[src/rtl/lsu_pkg.sv]
// Shared encodings and lane-mask helper for the load/store bus unit.
package lsu_pkg;

  localparam logic [1:0] SZ_B = 2'd0;
  localparam logic [1:0] SZ_H = 2'd1;
  localparam logic [1:0] SZ_W = 2'd2;
  localparam logic [1:0] SZ_D = 2'd3;

  localparam int TMO_W = 16;

  typedef enum logic [2:0] {
    IDLE,
    REQ0,
    RSP0,
    REQ1,
    RSP1,
    DONE
  } lsu_state_e;

  // Lane mask spanning two consecutive beats: bits [nb-1:0] first beat, [2nb-1:nb] second.
  function automatic logic [15:0] byte_mask(input logic [1:0] size, input logic [2:0] off,
                                            input int unsigned nb);
    logic [15:0] m;
    m = ((16'd1 << (5'd1 << size)) - 16'd1) << off;
    return m & ((16'd1 << (2 * nb)) - 16'd1);
  endfunction

endpackage

[src/rtl/lsu_bus_if.sv]
// Request/grant/response data-memory bus between the LSU (master) and memory (slave).
interface lsu_bus_if #(
  parameter int DATA_W = 32,
  parameter int ADDR_W = 32
);
  localparam int NB = DATA_W / 8;

  logic              mem_req;
  logic              mem_we;
  logic [ADDR_W-1:0] mem_addr;
  logic [NB-1:0]     mem_be;
  logic [DATA_W-1:0] mem_wdata;
  logic              mem_gnt;
  logic              mem_rvalid;
  logic [DATA_W-1:0] mem_rdata;

  modport master(
    output mem_req, mem_we, mem_addr, mem_be, mem_wdata,
    input  mem_gnt, mem_rvalid, mem_rdata
  );

  modport slave(
    input  mem_req, mem_we, mem_addr, mem_be, mem_wdata,
    output mem_gnt, mem_rvalid, mem_rdata
  );
endinterface

[src/rtl/lsu_align.sv]
// Combinational lane steering: byte enables, shifted store data, load extraction and extension.
module lsu_align
  import lsu_pkg::*;
#(
  parameter  int DATA_W = 32,
  localparam int NB     = DATA_W / 8,
  localparam int OFF_W  = $clog2(NB),
  localparam int IDX_W  = $clog2(DATA_W)
) (
  input  logic              beat_i,
  input  logic [1:0]        size_i,
  input  logic [OFF_W-1:0]  off_i,
  input  logic              unsigned_i,
  input  logic [DATA_W-1:0] wdata_i,
  input  logic [DATA_W-1:0] beat0_i,
  input  logic [DATA_W-1:0] beat1_i,
  output logic [NB-1:0]     be_o,
  output logic [DATA_W-1:0] wdata_o,
  output logic [DATA_W-1:0] ldata_o
);

  logic [2*NB-1:0]     mask;
  logic [2*DATA_W-1:0] wide_st;
  logic [DATA_W-1:0]   ld_raw;
  logic [6:0]          nbits;
  logic [IDX_W-1:0]    msb;
  logic                sign;

  assign mask    = (2*NB)'(byte_mask(size_i, 3'(off_i), NB));
  assign be_o    = beat_i ? mask[2*NB-1:NB] : mask[NB-1:0];

  // The upper half of the shifted word is exactly what spills into the second beat.
  assign wide_st = {{DATA_W{1'b0}}, wdata_i} << {off_i, 3'b000};
  assign wdata_o = beat_i ? wide_st[2*DATA_W-1:DATA_W] : wide_st[DATA_W-1:0];

  assign ld_raw  = DATA_W'({beat1_i, beat0_i} >> {off_i, 3'b000});

  always_comb begin
    nbits = 7'd8 << size_i;
    if (nbits > 7'(DATA_W)) nbits = 7'(DATA_W);
    msb     = IDX_W'(nbits - 7'd1);
    sign    = ~unsigned_i & ld_raw[msb];
    ldata_o = '0;
    for (int i = 0; i < DATA_W; i++) begin
      ldata_o[i] = (i < int'(nbits)) ? ld_raw[i] : sign;
    end
  end

endmodule

[src/rtl/lsu_bus.sv]
// Load/store unit: one core request becomes one or two aligned bus beats, with per-beat timeout.
module lsu_bus
  import lsu_pkg::*;
#(
  parameter  int DATA_W           = 32,
  parameter  int ADDR_W           = 32,
  parameter  int SPLIT_MISALIGNED = 1,
  parameter  int TIMEOUT          = 255,
  localparam int NB               = DATA_W / 8,
  localparam int OFF_W            = $clog2(NB)
) (
  input  logic              clk,
  input  logic              rstn,
  input  logic              req_valid,
  input  logic              req_we,
  input  logic [1:0]        req_size,
  input  logic              req_unsigned,
  input  logic [ADDR_W-1:0] req_addr,
  input  logic [DATA_W-1:0] req_wdata,
  output logic              busy,
  output logic              rsp_valid,
  output logic [DATA_W-1:0] rsp_rdata,
  output logic              rsp_err,
  lsu_bus_if.master         bus
);

  lsu_state_e        state_q, state_d;
  logic              we_q, we_d;
  logic [1:0]        size_q, size_d;
  logic              uns_q, uns_d;
  logic [ADDR_W-1:0] addr_q, addr_d;
  logic [DATA_W-1:0] wdata_q, wdata_d;
  logic [DATA_W-1:0] beat0_q, beat0_d;
  logic [DATA_W-1:0] beat1_q, beat1_d;
  logic              cross_q, cross_d;
  logic              err_q, err_d;
  logic [TMO_W-1:0]  cnt_q, cnt_d;

  logic [4:0]        req_span;
  logic              req_cross, req_bad, tmo;
  logic              issuing, second;
  logic [ADDR_W-1:0] aligned;
  logic [NB-1:0]     be;
  logic [DATA_W-1:0] wdata_sh, ld_data;

  assign req_span  = 5'(req_addr[OFF_W-1:0]) + (5'd1 << req_size);
  assign req_cross = req_span > 5'(NB);
  assign req_bad   = (req_cross && SPLIT_MISALIGNED == 0) || (req_size == SZ_D && DATA_W == 32);
  assign tmo       = cnt_q == TMO_W'(TIMEOUT - 1);

  always_comb begin
    state_d = state_q;
    we_d    = we_q;
    size_d  = size_q;
    uns_d   = uns_q;
    addr_d  = addr_q;
    wdata_d = wdata_q;
    beat0_d = beat0_q;
    beat1_d = beat1_q;
    cross_d = cross_q;
    err_d   = err_q;
    cnt_d   = cnt_q;
    case (state_q)
      IDLE: if (req_valid) begin
        we_d    = req_we;
        size_d  = req_size;
        uns_d   = req_unsigned;
        addr_d  = req_addr;
        wdata_d = req_wdata;
        cross_d = req_cross;
        err_d   = req_bad;
        beat0_d = '0;
        beat1_d = '0;
        cnt_d   = '0;
        state_d = req_bad ? DONE : REQ0;
      end
      REQ0: if (bus.mem_gnt) begin
        cnt_d   = '0;
        state_d = RSP0;
      end
      RSP0: begin
        if (bus.mem_rvalid) begin
          beat0_d = bus.mem_rdata;
          state_d = cross_q ? REQ1 : DONE;
        end else if (tmo) begin
          err_d   = 1'b1;
          state_d = DONE;
        end else begin
          cnt_d = cnt_q + 1'b1;
        end
      end
      REQ1: if (bus.mem_gnt) begin
        cnt_d   = '0;
        state_d = RSP1;
      end
      RSP1: begin
        if (bus.mem_rvalid) begin
          beat1_d = bus.mem_rdata;
          state_d = DONE;
        end else if (tmo) begin
          err_d   = 1'b1;
          state_d = DONE;
        end else begin
          cnt_d = cnt_q + 1'b1;
        end
      end
      DONE:    state_d = IDLE;
      default: state_d = IDLE;
    endcase
  end

  always_ff @(posedge clk or negedge rstn) begin
    if (!rstn) begin
      state_q <= IDLE;
      we_q    <= 1'b0;
      size_q  <= '0;
      uns_q   <= 1'b0;
      addr_q  <= '0;
      wdata_q <= '0;
      beat0_q <= '0;
      beat1_q <= '0;
      cross_q <= 1'b0;
      err_q   <= 1'b0;
      cnt_q   <= '0;
    end else begin
      state_q <= state_d;
      we_q    <= we_d;
      size_q  <= size_d;
      uns_q   <= uns_d;
      addr_q  <= addr_d;
      wdata_q <= wdata_d;
      beat0_q <= beat0_d;
      beat1_q <= beat1_d;
      cross_q <= cross_d;
      err_q   <= err_d;
      cnt_q   <= cnt_d;
    end
  end

  lsu_align #(.DATA_W(DATA_W)) u_align (
    .beat_i     (second),
    .size_i     (size_q),
    .off_i      (addr_q[OFF_W-1:0]),
    .unsigned_i (uns_q),
    .wdata_i    (wdata_q),
    .beat0_i    (beat0_q),
    .beat1_i    (beat1_q),
    .be_o       (be),
    .wdata_o    (wdata_sh),
    .ldata_o    (ld_data)
  );

  // All outputs decode the registered state, so reset clears them without waiting for a clock.
  assign issuing       = (state_q == REQ0) || (state_q == REQ1);
  assign second        = (state_q == REQ1);
  assign aligned       = {addr_q[ADDR_W-1:OFF_W], {OFF_W{1'b0}}};

  assign bus.mem_req   = issuing;
  assign bus.mem_we    = issuing & we_q;
  assign bus.mem_addr  = issuing ? (second ? aligned + ADDR_W'(NB) : aligned) : '0;
  assign bus.mem_be    = issuing ? be : '0;
  assign bus.mem_wdata = issuing ? wdata_sh : '0;

  assign busy          = (state_q != IDLE);
  assign rsp_valid     = (state_q == DONE);
  assign rsp_err       = rsp_valid & err_q;
  assign rsp_rdata     = (rsp_valid && !err_q && !we_q) ? ld_data : '0;

endmodule

[src/flat_wrapper.sv]
// flat-port wrapper written by rule: the top's interface ports become plain ports
module lsu_bus_flat import lsu_pkg::*;
#(
  parameter  int DATA_W           = 32,
  parameter  int ADDR_W           = 32,
  parameter  int SPLIT_MISALIGNED = 1,
  parameter  int TIMEOUT          = 255,
  localparam int NB               = DATA_W / 8,
  localparam int OFF_W            = $clog2(NB)
)
  (clk, rstn, req_valid, req_we, req_size, req_unsigned, req_addr, req_wdata, busy, rsp_valid, rsp_rdata, rsp_err, bus_mem_req, bus_mem_we, bus_mem_addr, bus_mem_be, bus_mem_wdata, bus_mem_gnt, bus_mem_rvalid, bus_mem_rdata);
  lsu_bus_if #(.DATA_W(DATA_W), .ADDR_W(ADDR_W)) bus_i ();
  input  logic clk;
  input  logic rstn;
  input  logic req_valid;
  input  logic req_we;
  input  logic [1:0] req_size;
  input  logic req_unsigned;
  input  logic [ADDR_W-1:0] req_addr;
  input  logic [DATA_W-1:0] req_wdata;
  output logic busy;
  output logic rsp_valid;
  output logic [DATA_W-1:0] rsp_rdata;
  output logic rsp_err;
  output wire logic [$bits(bus_i.mem_req)-1:0] bus_mem_req;
  output wire logic [$bits(bus_i.mem_we)-1:0] bus_mem_we;
  output wire logic [$bits(bus_i.mem_addr)-1:0] bus_mem_addr;
  output wire logic [$bits(bus_i.mem_be)-1:0] bus_mem_be;
  output wire logic [$bits(bus_i.mem_wdata)-1:0] bus_mem_wdata;
  input wire logic [$bits(bus_i.mem_gnt)-1:0] bus_mem_gnt;
  input wire logic [$bits(bus_i.mem_rvalid)-1:0] bus_mem_rvalid;
  input wire logic [$bits(bus_i.mem_rdata)-1:0] bus_mem_rdata;
  assign bus_mem_req = bus_i.mem_req;
  assign bus_mem_we = bus_i.mem_we;
  assign bus_mem_addr = bus_i.mem_addr;
  assign bus_mem_be = bus_i.mem_be;
  assign bus_mem_wdata = bus_i.mem_wdata;
  assign bus_i.mem_gnt = bus_mem_gnt;
  assign bus_i.mem_rvalid = bus_mem_rvalid;
  assign bus_i.mem_rdata = bus_mem_rdata;
  lsu_bus #(.DATA_W(DATA_W), .ADDR_W(ADDR_W), .SPLIT_MISALIGNED(SPLIT_MISALIGNED), .TIMEOUT(TIMEOUT)) u_core (.clk(clk), .rstn(rstn), .req_valid(req_valid), .req_we(req_we), .req_size(req_size), .req_unsigned(req_unsigned), .req_addr(req_addr), .req_wdata(req_wdata), .busy(busy), .rsp_valid(rsp_valid), .rsp_rdata(rsp_rdata), .rsp_err(rsp_err), .bus(bus_i));
endmodule
[config.mk]
export PLATFORM = sky130hd
export DESIGN_NAME = lsu_bus_flat
export DESIGN_NICKNAME = d
export VERILOG_FILES = /design/src/rtl/lsu_pkg.sv /design/src/rtl/lsu_bus_if.sv /design/src/rtl/lsu_align.sv /design/src/rtl/lsu_bus.sv /design/src/flat_wrapper.sv
export SDC_FILE = /design/constraint.sdc
export NUM_CORES = 1
export LEC_CHECK = 0
export BUFFER_PORTS_ARGS = -buffer_cell sky130_fd_sc_hd__clkbuf_2
export CAP_MARGIN = 20
export CORE_MARGIN = 2
export CORE_UTILIZATION = 25
export DETAILED_ROUTE_END_ITERATION = 6
export SYNTH_ARGS = -nofsm -noshare
export SYNTH_HDL_FRONTEND = slang
export SYNTH_HIERARCHICAL = 1
export SYNTH_SLANG_ARGS = --single-unit
[constraint.sdc]
create_clock -name clk -period 6 [get_ports clk]
set_input_delay 1.2 -clock clk [delete_from_list [all_inputs] [get_ports clk]]
set_output_delay 1.2 -clock clk [all_outputs]
set_load 0.02 [all_outputs]
==> flow_metrics.env, run 1 <==
export IMPL_cp_buffers_inverters=3
export IMPL_firstDrtPassIters=5
export IMPL_start_kind="flop"
export IMPL_cp_top_family="flip-flops"
export IMPL_rows=72
export IMPL_dr_total_vias=8470
export IMPL_final_nets=1330
export IMPL_die_w_um=201
export IMPL_cp_arrival_ns=3.21
export IMPL_cp_max_fo=17
export IMPL_start_util=0.253
export IMPL_ff_latch_area_um2=3630
export IMPL_fin_crit_ns=4.41
export IMPL_die_area_um2=40500
export IMPL_synthToLayoutAreaGrowth_pct=21.0
export IMPL_grt_pass1_wl_um=46800
export IMPL_yosysWarnings=6
export IMPL_slowest_delay_ns=0.81
export IMPL_grt_remaining_overflow=0
export IMPL_cellLeakagePower_nw=5.21
export IMPL_cts_root_buffer="clkbuf_16"
export IMPL_cts_sink_count=145
export IMPL_drtIter0Drc=470
export IMPL_hp_class="reg2reg"
export IMPL_final_cell_mix="206 x clkbuf_2, 197 x nand2_1, 143 x dfrtp_1"
export IMPL_avgSynthCellArea_um2=9.25
export IMPL_clkTransAtPathRegs_ns=0.07
export IMPL_final_common_cell="clkbuf_2"
export IMPL_dpl_cell_area_um2=11200
export IMPL_antenna_found_initial=6
export IMPL_n_fill_cell=4048
export IMPL_cts_tree="built"
export IMPL_power_density_nw_per_um2=516
export IMPL_clkLatencyLatePin_ns=0.43
export IMPL_design_area_um2=11800
export IMPL_holdBufCountCts=0
export IMPL_vdd_drop_max_v=0.000257
export IMPL_htree_levels=4
export IMPL_fmax_mhz=227
export IMPL_wl_per_cell_um=17.2
export IMPL_maxSlewViolCount=0
export IMPL_hold_viol=0
export IMPL_setup_violations=0
export IMPL_tightestPinTransition_ns=1.07
export IMPL_grt_max_degree=65
export IMPL_grtUsageTotal=0.147
export IMPL_drive_gt1_frac=0.318
export IMPL_grt_pass1_vias=8118
export IMPL_cts_buffers=17
export IMPL_rsz0062_at_grt="no"
export IMPL_worstPathCellList="inv_1 > nor2_2 > buf_4 > nand2_1 > o22ai_1 > and2_1 > clkbuf_2"
export IMPL_routed_wl_um=30100
export IMPL_endpoint_kind="primary output"
export IMPL_crit_slowest_cell="dfrtp_1"
export IMPL_fin_crit_sh=0.735
export IMPL_timing_max_slew_rel_slack=0.284
export IMPL_io_buffer_count=207
export IMPL_routed_via_density=4.84
export IMPL_drc=0
export IMPL_crit_required_ns=4.80
export IMPL_critical_path_class="reg2out"
export IMPL_syn_inst=1051
export IMPL_dp_hpwl_um=21800
export IMPL_cts_max_path_buffers=2
export IMPL_die_h_um=201
export IMPL_gp_congestion=0.877
export IMPL_multi_input_area_um2=5660
export IMPL_syn_cell_area_um2=9720
export IMPL_tns_ns=0
export IMPL_core_area_um2=38500
export IMPL_postRouteAntennaNets=0
export IMPL_io_pin_count=210
export IMPL_status="finished clean"
export IMPL_cts_setup_buffers=0
export IMPL_cap_violations=0
export IMPL_hold_ws_ns=0.483
export IMPL_clock_skew_ns=0.00918
export IMPL_post_cts_resized=0
==> sequential cells by signal (all words and copies together), names as in the netlist <==
signal and cells:
u_core/cnt_q 16, u_core/state_q 3, u_core/beat1_q 24, u_core/we_q 1, u_core/err_q 1, u_core/beat0_q 32
u_core/size_q 2, u_core/wdata_q 32, u_core/addr_q 32, u_core/cross_q 1, u_core/uns_q 1
==> layout make-up <==
class	instances	share of cell area
multi-input combinational	811	0.481
sequential	145	0.309
timing repair buffer	223	0.101
tap	518	0.0551
clock buffer	20	0.0388
clock inverter	12	0.00915
inverter	18	0.00575
antenna	2	0.000426
==> stage by stage <==
step / setup slack [ns] / std cells / utilization / total power [mW]
3_3_place_gp: 2.14 / 1714 / 0.290 / 4.95
5_1_grt: 1.39 / 1749 / 0.306 / 6.48
3_5_place_dp: 2.07 / 1714 / 0.290 / 5.00
4_1_cts: 1.58 / 1746 / 0.305 / 6.09
6_report: 1.59 / 1749 / 0.306 / 6.06
2_1_floorplan: 2.61 / 1052 / - / 4.13
==> worst reg2reg max path, delay by kind of cell (launching register included) <==
kind	cells	cell delay (ns)
flops	1	0.74
buf+inv	3	0.67
simple gates	2	0.52
compound gates	3	1.02
==> where the power goes <==
| group | total (mW) | switching (mW) | internal, mW |
|---|---|---|---|
| combinational | 3.09 | 1.76 | 1.33 |
| clock | 1.05 | 0.455 | 0.593 |
| sequential | 1.93 | 0.583 | 1.34 |
==> metal layers <==
metal / global-route usage / wire length (µm)
met3: 0.0381 / 1880
met1: 0.195 / 13800
met5: 0 / 47
met2: 0.232 / 13700
met4: 0.0556 / 725
==> final timing paths <==
check | from | cells after the start | slack (ns) | end
setup / recovery | u_core/state_q[1] | 7 | 1.59 | bus_mem_wdata[15]
hold / removal | u_core/beat0_q[2] | 2 | 0.48 | u_core/beat0_q[2]
hold reg to reg | u_core/beat0_q[2] | 2 | 0.48 | u_core/beat0_q[2]
max in group asynchronous | rstn | 2 | 4.06 | u_core/addr_q[31]
min in group asynchronous | rstn | 1 | 0.77 | u_core/beat0_q[27]
setup reg to reg | u_core/state_q[0] | 8 | 2.95 | u_core/cnt_q[15]
Note: power is estimated with default switching activity, not from simulation.
==> run 2, diff against run 1 <==
==> constraint.sdc (replaced) <==
create_clock -name clk -period 4.2 [get_ports clk]
set_input_delay 0.84 -clock clk [delete_from_list [all_inputs] [get_ports clk]]
set_output_delay 0.84 -clock clk [all_outputs]
set_load 0.02 [all_outputs]
==> run 2 against run 1 <==
Effect of this change: critical path depth unchanged; combinational power increased by 46%; clock skew hardly changed; via count is 0.15% lower; register-to-register slack worse by 1.7 ns; hold slack lost 0.052 ns; sequential cell count is the same; critical path type unchanged; critical endpoint is now rsp_rdata[11].
==> flow_metrics.env, run 2 (synthesis gave the netlist of run 1 again) <==
export IMPL_antenna_found_initial=4
export IMPL_endpoint_kind="primary output"
export IMPL_fmax_mhz=269
export IMPL_clkTransAtPathRegs_ns=0.07
export IMPL_fin_crit_ns=3.71
export IMPL_clock_skew_ns=0.00923
export IMPL_wl_per_cell_um=17.1
export IMPL_dp_hpwl_um=22000
export IMPL_gp_congestion=0.832
export IMPL_crit_required_ns=3.36
export IMPL_synthToLayoutAreaGrowth_pct=21.1
export IMPL_pre_cts_ws_ns=0.914
export IMPL_setup_violations=0
export IMPL_cts_root_buffer="clkbuf_16"
export IMPL_clkLatencyLatePin_ns=0.44
export IMPL_rows=72
export IMPL_critical_path_class="reg2out"
export IMPL_cts_setup_buffers=0
export IMPL_grt_pass1_wl_um=47900
export IMPL_holdBufCountCts=0
export IMPL_grtUsageTotal=0.150
export IMPL_final_nets=1336
export IMPL_cts_sink_count=145
export IMPL_die_area_um2=40500
export IMPL_drive_gt1_frac=0.321
export IMPL_fin_crit_sh=0.884
export IMPL_cp_arrival_ns=2.87
export IMPL_postRouteAntennaNets=0
export IMPL_post_cts_resized=0
export IMPL_cap_violations=0
export IMPL_die_h_um=201
export IMPL_switching_share=0.460
export IMPL_p_int_mw=4.65
export IMPL_routed_via_density=4.82
export IMPL_grt_pass1_vias=8397
export IMPL_timing_max_slew_rel_slack=0.314
export IMPL_tns_ns=0
export IMPL_diodes=0
export IMPL_maxSlewViolCount=0
export IMPL_drc=0
export IMPL_start_util=0.253
export IMPL_ff_latch_area_um2=3630
export IMPL_vdd_drop_max_v=0.000377
export IMPL_die_w_um=201
export IMPL_cp_max_fo=12
export IMPL_cts_max_path_buffers=2
export IMPL_cellLeakagePower_nw=5.22
export IMPL_power_density_nw_per_um2=732
export IMPL_io_buffer_count=207
export IMPL_cts_tree="built"
export IMPL_clockPowerShare=0.172
export IMPL_multi_input_area_um2=5660
export IMPL_rsz0062_at_grt="no"
export IMPL_top_regs="u_core/addr_q x32, u_core/beat0_q x32, u_core/wdata_q x32"
export IMPL_tightestPinTransition_ns=1.03
export IMPL_cts_buffers=17
export IMPL_power_frac_comb=0.522
export IMPL_fin_cells=1753
export IMPL_dp_cells=1721
export IMPL_hold_ws_ns=0.431
export IMPL_status="finished clean"
export IMPL_core_area_um2=38500
export IMPL_start_kind="flop"
export IMPL_firstDrtPassIters=5
export IMPL_htree_levels=4
export IMPL_seqPwrFrac=0.306
export IMPL_grt_max_degree=77
export IMPL_layout_setup_ws_ns=0.487
export IMPL_drtIter0Drc=599
export IMPL_grt_remaining_overflow=0
export IMPL_hp_class="in2async"
export IMPL_n_fill_cell=4105
export IMPL_dr_total_vias=8457
export IMPL_routed_wl_um=30000
export IMPL_final_cell_mix="206 x clkbuf_2, 197 x nand2_1, 143 x dfrtp_1"
export IMPL_hold_viol=0
export IMPL_switchingPower_mw=3.97
export IMPL_final_common_cell="clkbuf_2"
export IMPL_io_pin_count=210
[run 2: changes by cell type in the layout (fill, tap and decap cells not counted), sizes merged]
cell and delta:
clkinv -1, clkinvlp +1, diode -2, buf +6
[run 2: worst paths after layout]
kind	slack, ns	depth (start not counted)	from	to
min in group clk	0.48	1	u_core/cnt_q[15]	u_core/cnt_q[15]
worst max-delay path	0.49	7	u_core/size_q[0]	rsp_rdata[11]
max in group asynchronous	2.82	2	rstn	u_core/beat0_q[7]
worst max register to register	1.25	9	u_core/state_q[0]	u_core/cnt_q[11]
worst min-delay path	0.43	1	rstn	u_core/beat0_q[11]
worst min register to register	0.48	1	u_core/cnt_q[15]	u_core/cnt_q[15]
[run 2: power groups by stage]
| stage | Combinational (mW) | Sequential, mW | Clock, mW |
|---|---|---|---|
| 2_1_floorplan | 3.61 | 2.29 | 0 |
| 3_3_place_gp | 4.46 | 2.62 | 0 |
| 3_5_place_dp | 4.50 | 2.66 | 0 |
| 4_1_cts | 4.52 | 2.63 | 1.54 |
| 5_1_grt | 4.92 | 2.75 | 1.60 |
| 6_report | 4.50 | 2.64 | 1.49 |
[run 2: area by class of cell]
| cell class | instances | share of cell area |
|---|---|---|
| clock inverter | 12 | 0.00935 |
| tap | 518 | 0.0551 |
| clock buffer | 20 | 0.0379 |
| multi-input combinational | 811 | 0.481 |
| timing repair buffer | 229 | 0.103 |
| inverter | 18 | 0.00574 |
| sequential | 145 | 0.309 |
[run 2: per-stage QoR]
| step | area (µm²) | util | power [mW] |
|---|---|---|---|
| final | 11800 | 0.306 | 8.62 |
| after global routing | 11800 | 0.306 | 9.27 |
| after floorplan | 9720 | - | 5.91 |
| after detailed placement | 11200 | 0.292 | 7.15 |
| after CTS | 11800 | 0.306 | 8.69 |
| after global placement | 11200 | 0.292 | 7.08 |
[run 2: routing by layer]
| metal | global-route usage | up-vias | wire length [µm] |
|---|---|---|---|
| li1 | - | 4039 | - |
| met1 | 0.206 | 4082 | 13800 |
| met2 | 0.236 | 298 | 13800 |
| met3 | 0.0379 | 30 | 2070 |
| met4 | 0.0386 | 8 | 303 |
| met5 | 0 | - | 57 |
[run 2: worst max-delay path, stage by stage (launching register included)]
cell	delay (ns)
dfrtp_1	0.51
or2_1	0.42
ha_1	0.41
nor2b_1	0.40
nand4_4	0.24
nand3_1	0.15
and2_1	0.13
clkbuf_2	0.17
==> run 3, diff against run 2 <==
--- a/config.mk
+++ b/config.mk
@@ -12,5 +12,4 @@
 export DETAILED_ROUTE_END_ITERATION = 6
 export SYNTH_ARGS = -nofsm -noshare
 export SYNTH_HDL_FRONTEND = slang
-export SYNTH_HIERARCHICAL = 1
 export SYNTH_SLANG_ARGS = --single-unit
==> run 3 against run 2 <==
Effect of this change: critical path depth up 1; setup slack worse by 0.22 ns; synthesized cell count down 1.9%; critical endpoint is now rsp_rdata[19]; largest cell class unchanged; largest power group unchanged.
==> flow_metrics.env, run 3 <==
export IMPL_status="finished clean"
export IMPL_async_reset_ff_frac=1.00
export IMPL_dp_cells=1650
export IMPL_rows=70
export IMPL_fmax_mhz=254
export IMPL_n_fill_cell=3856
export IMPL_clkLatencyLatePin_ns=0.44
export IMPL_start_kind="flop"
export IMPL_dp_hpwl_um=22000
export IMPL_dr_total_vias=8407
export IMPL_syn_cell_area_um2=9210
export IMPL_r2r_slack_ns=1.33
export IMPL_tightestPinTransition_ns=1.02
export IMPL_routed_via_density=4.99
export IMPL_hp_class="reg2reg"
export IMPL_top_regs="u_core.addr_q x32, u_core.beat0_q x32, u_core.wdata_q x32"
export IMPL_cts_root_buffer="clkbuf_16"
export IMPL_yosysMostFrequentCell="nand2_1"
export IMPL_cellLeakagePower_nw=4.88
export IMPL_fin_cells=1685
export IMPL_setup_violations=0
export IMPL_grt_pass1_wl_um=47300
export IMPL_met2_usage=0.260
export IMPL_maxSlewViolCount=0
export IMPL_holdBufCountCts=0
export IMPL_clkTransAtPathRegs_ns=0.06
export IMPL_clock_skew_ns=0.00890
export IMPL_synthTopCellsByArea="dfrtp_1 39%, mux2_2 9.1%, nand2_1 6.9%"
export IMPL_synthToLayoutAreaGrowth_pct=22.7
export IMPL_yosysSeqAreaShare=0.394
export IMPL_postRouteAntennaNets=0
export IMPL_cp_max_fo=11
export IMPL_critical_path_class="reg2out"
export IMPL_rsz0062_at_grt="no"
export IMPL_power_density_nw_per_um2=730
export IMPL_grtUsageMet3=0.0404
export IMPL_cp_arrival_ns=3.10
export IMPL_hold_viol=0
export IMPL_use_met1=0.207
export IMPL_grt_busiest_layer="met2"
export IMPL_crit_start="u_core.size_q[1]"
export IMPL_die_h_um=196
export IMPL_grt_max_degree=87
export IMPL_timing_max_slew_rel_slack=0.320
export IMPL_total_power_mw=8.25
export IMPL_r2r_end="u_core.wdata_q[6]"
export IMPL_drive_gt1_frac=0.309
export IMPL_crit_required_ns=3.36
export IMPL_io_buffer_count=207
export IMPL_core_area_um2=36400
export IMPL_cts_sink_count=145
export IMPL_synth_seq_cells=145
export IMPL_gp_congestion=0.831
export IMPL_yosysUniqueCellTypes=66
export IMPL_pre_cts_ws_ns=0.646
export IMPL_dpl_cell_area_um2=10700
export IMPL_routed_wl_um=30300
export IMPL_cts_buffers=17
export IMPL_io_pin_count=210
export IMPL_diodes=0
export IMPL_final_nets=1318
export IMPL_synth_edf_count=0
export IMPL_htree_levels=4
export IMPL_grt_remaining_overflow=0
export IMPL_holdPathEnd="u_core.beat0_q[0]"
export IMPL_final_cell_mix="206 x clkbuf_2, 170 x nand2_1, 142 x dfrtp_1"
export IMPL_synthTopCellsByCount="170 x nand2_1, 145 x dfrtp_1, 89 x o21ai_0"
export IMPL_die_area_um2=38400
export IMPL_synth_largest_area_cell="dfrtp_1"
export IMPL_antenna_found_initial=1
export IMPL_min_path_cells=2
export IMPL_cts_max_path_buffers=2
export IMPL_start_util=0.253
export IMPL_fin_crit_ns=3.94
export IMPL_yosysWarnings=0
export IMPL_min_from="u_core.beat0_q[0]"
export IMPL_endpoint_kind="primary output"
export IMPL_ys_flop_type="dfrtp_1"
export IMPL_post_cts_resized=0
export IMPL_firstDrtPassIters=5
export IMPL_wl_per_cell_um=18.0
export IMPL_rr_worst_depth=5
export IMPL_synth_top_area_frac=0.394
export IMPL_grt_pass1_vias=8382
export IMPL_die_w_um=196
export IMPL_cap_violations=0
export IMPL_cts_tree="built"
export IMPL_design_area_um2=11300
export IMPL_tns_ns=0
export IMPL_drtIter0Drc=483
export IMPL_reg2reg_from="u_core.state_q[1]"
export IMPL_final_common_cell="clkbuf_2"
export IMPL_vdd_drop_max_v=0.000338
export IMPL_fin_crit_sh=0.937
export IMPL_layout_setup_ws_ns=0.265
export IMPL_syn_inst=1031
export IMPL_avgSynthCellArea_um2=8.93
export IMPL_grtUsageTotal=0.159
export IMPL_drc=0
[run 3: worst max-delay path by stage]
stage,slack (ns),end,depth (start not counted)
after floorplan,1.01,rsp_rdata[0],8
after global placement,0.77,rsp_rdata[1],8
after detailed placement,0.65,rsp_rdata[1],8
after CTS,0.14,rsp_rdata[1],8
after global routing,0.09,bus_mem_addr[31],7
final,0.26,rsp_rdata[19],8
[run 3: kinds of logic (layout without fill, tap and decap cells)]
group	after synthesis	after routing	synth area share
XOR/XNOR	24	24	0.0228
multiplexers	130	130	0.176
buffers and inverters	105	290	0.0493
other	1	2	0.000407
AO/OA/AOI/OAI	233	233	0.147
flip-flops	145	145	0.394
AND/OR/NAND/NOR	384	384	0.197
adder cells (fa/ha/maj)	9	9	0.0130
[run 3: what timing repair did]
item,in CTS,in global routing
hold endpoints to repair,0,0
setup buffers,0,2
setup endpoints to repair,0,1
[run 3: critical path, cell delays in order (launching register included)]
cell	delay, ns
dfrtp_1	0.49
nor2_1	0.18
inv_1	0.08
ha_1	0.33
or4b_1	0.57
o22ai_1	0.24
nand2_1	0.35
o21ai_0	0.22
clkbuf_2	0.21
[run 3: final cells by class]
cell class                      count  area, µm²  share of cell area
Multi-Input combinational cell    782       5170               0.458
Sequential cell                   145       3630               0.322
Timing Repair Buffer              231       1230               0.109
Tap cell                          468        586              0.0518
Clock buffer                       18        429              0.0380
Clock inverter                     14        134              0.0119
Inverter                           27        109             0.00964
[run 3: metal layers]
metal  routed length (µm)  up-vias
met5                    0        -
met4                  561        0
met3                 1950       30
met2                14300      275
met1                13500     4102
li1                     -     4000
[run 3: power by group]
part / internal, mW / switching (mW)
clock network: 0.823 / 0.660
registers: 1.96 / 0.697
logic: 1.70 / 2.41
[run 3: per-stage QoR]
step / util / hold WS [ns]
6_report: 0.310 / 0.479
5_1_grt: 0.310 / 0.509
3_3_place_gp: 0.294 / 0.465
4_1_cts: 0.309 / 0.489
3_5_place_dp: 0.294 / 0.474
2_1_floorplan: - / 0.442
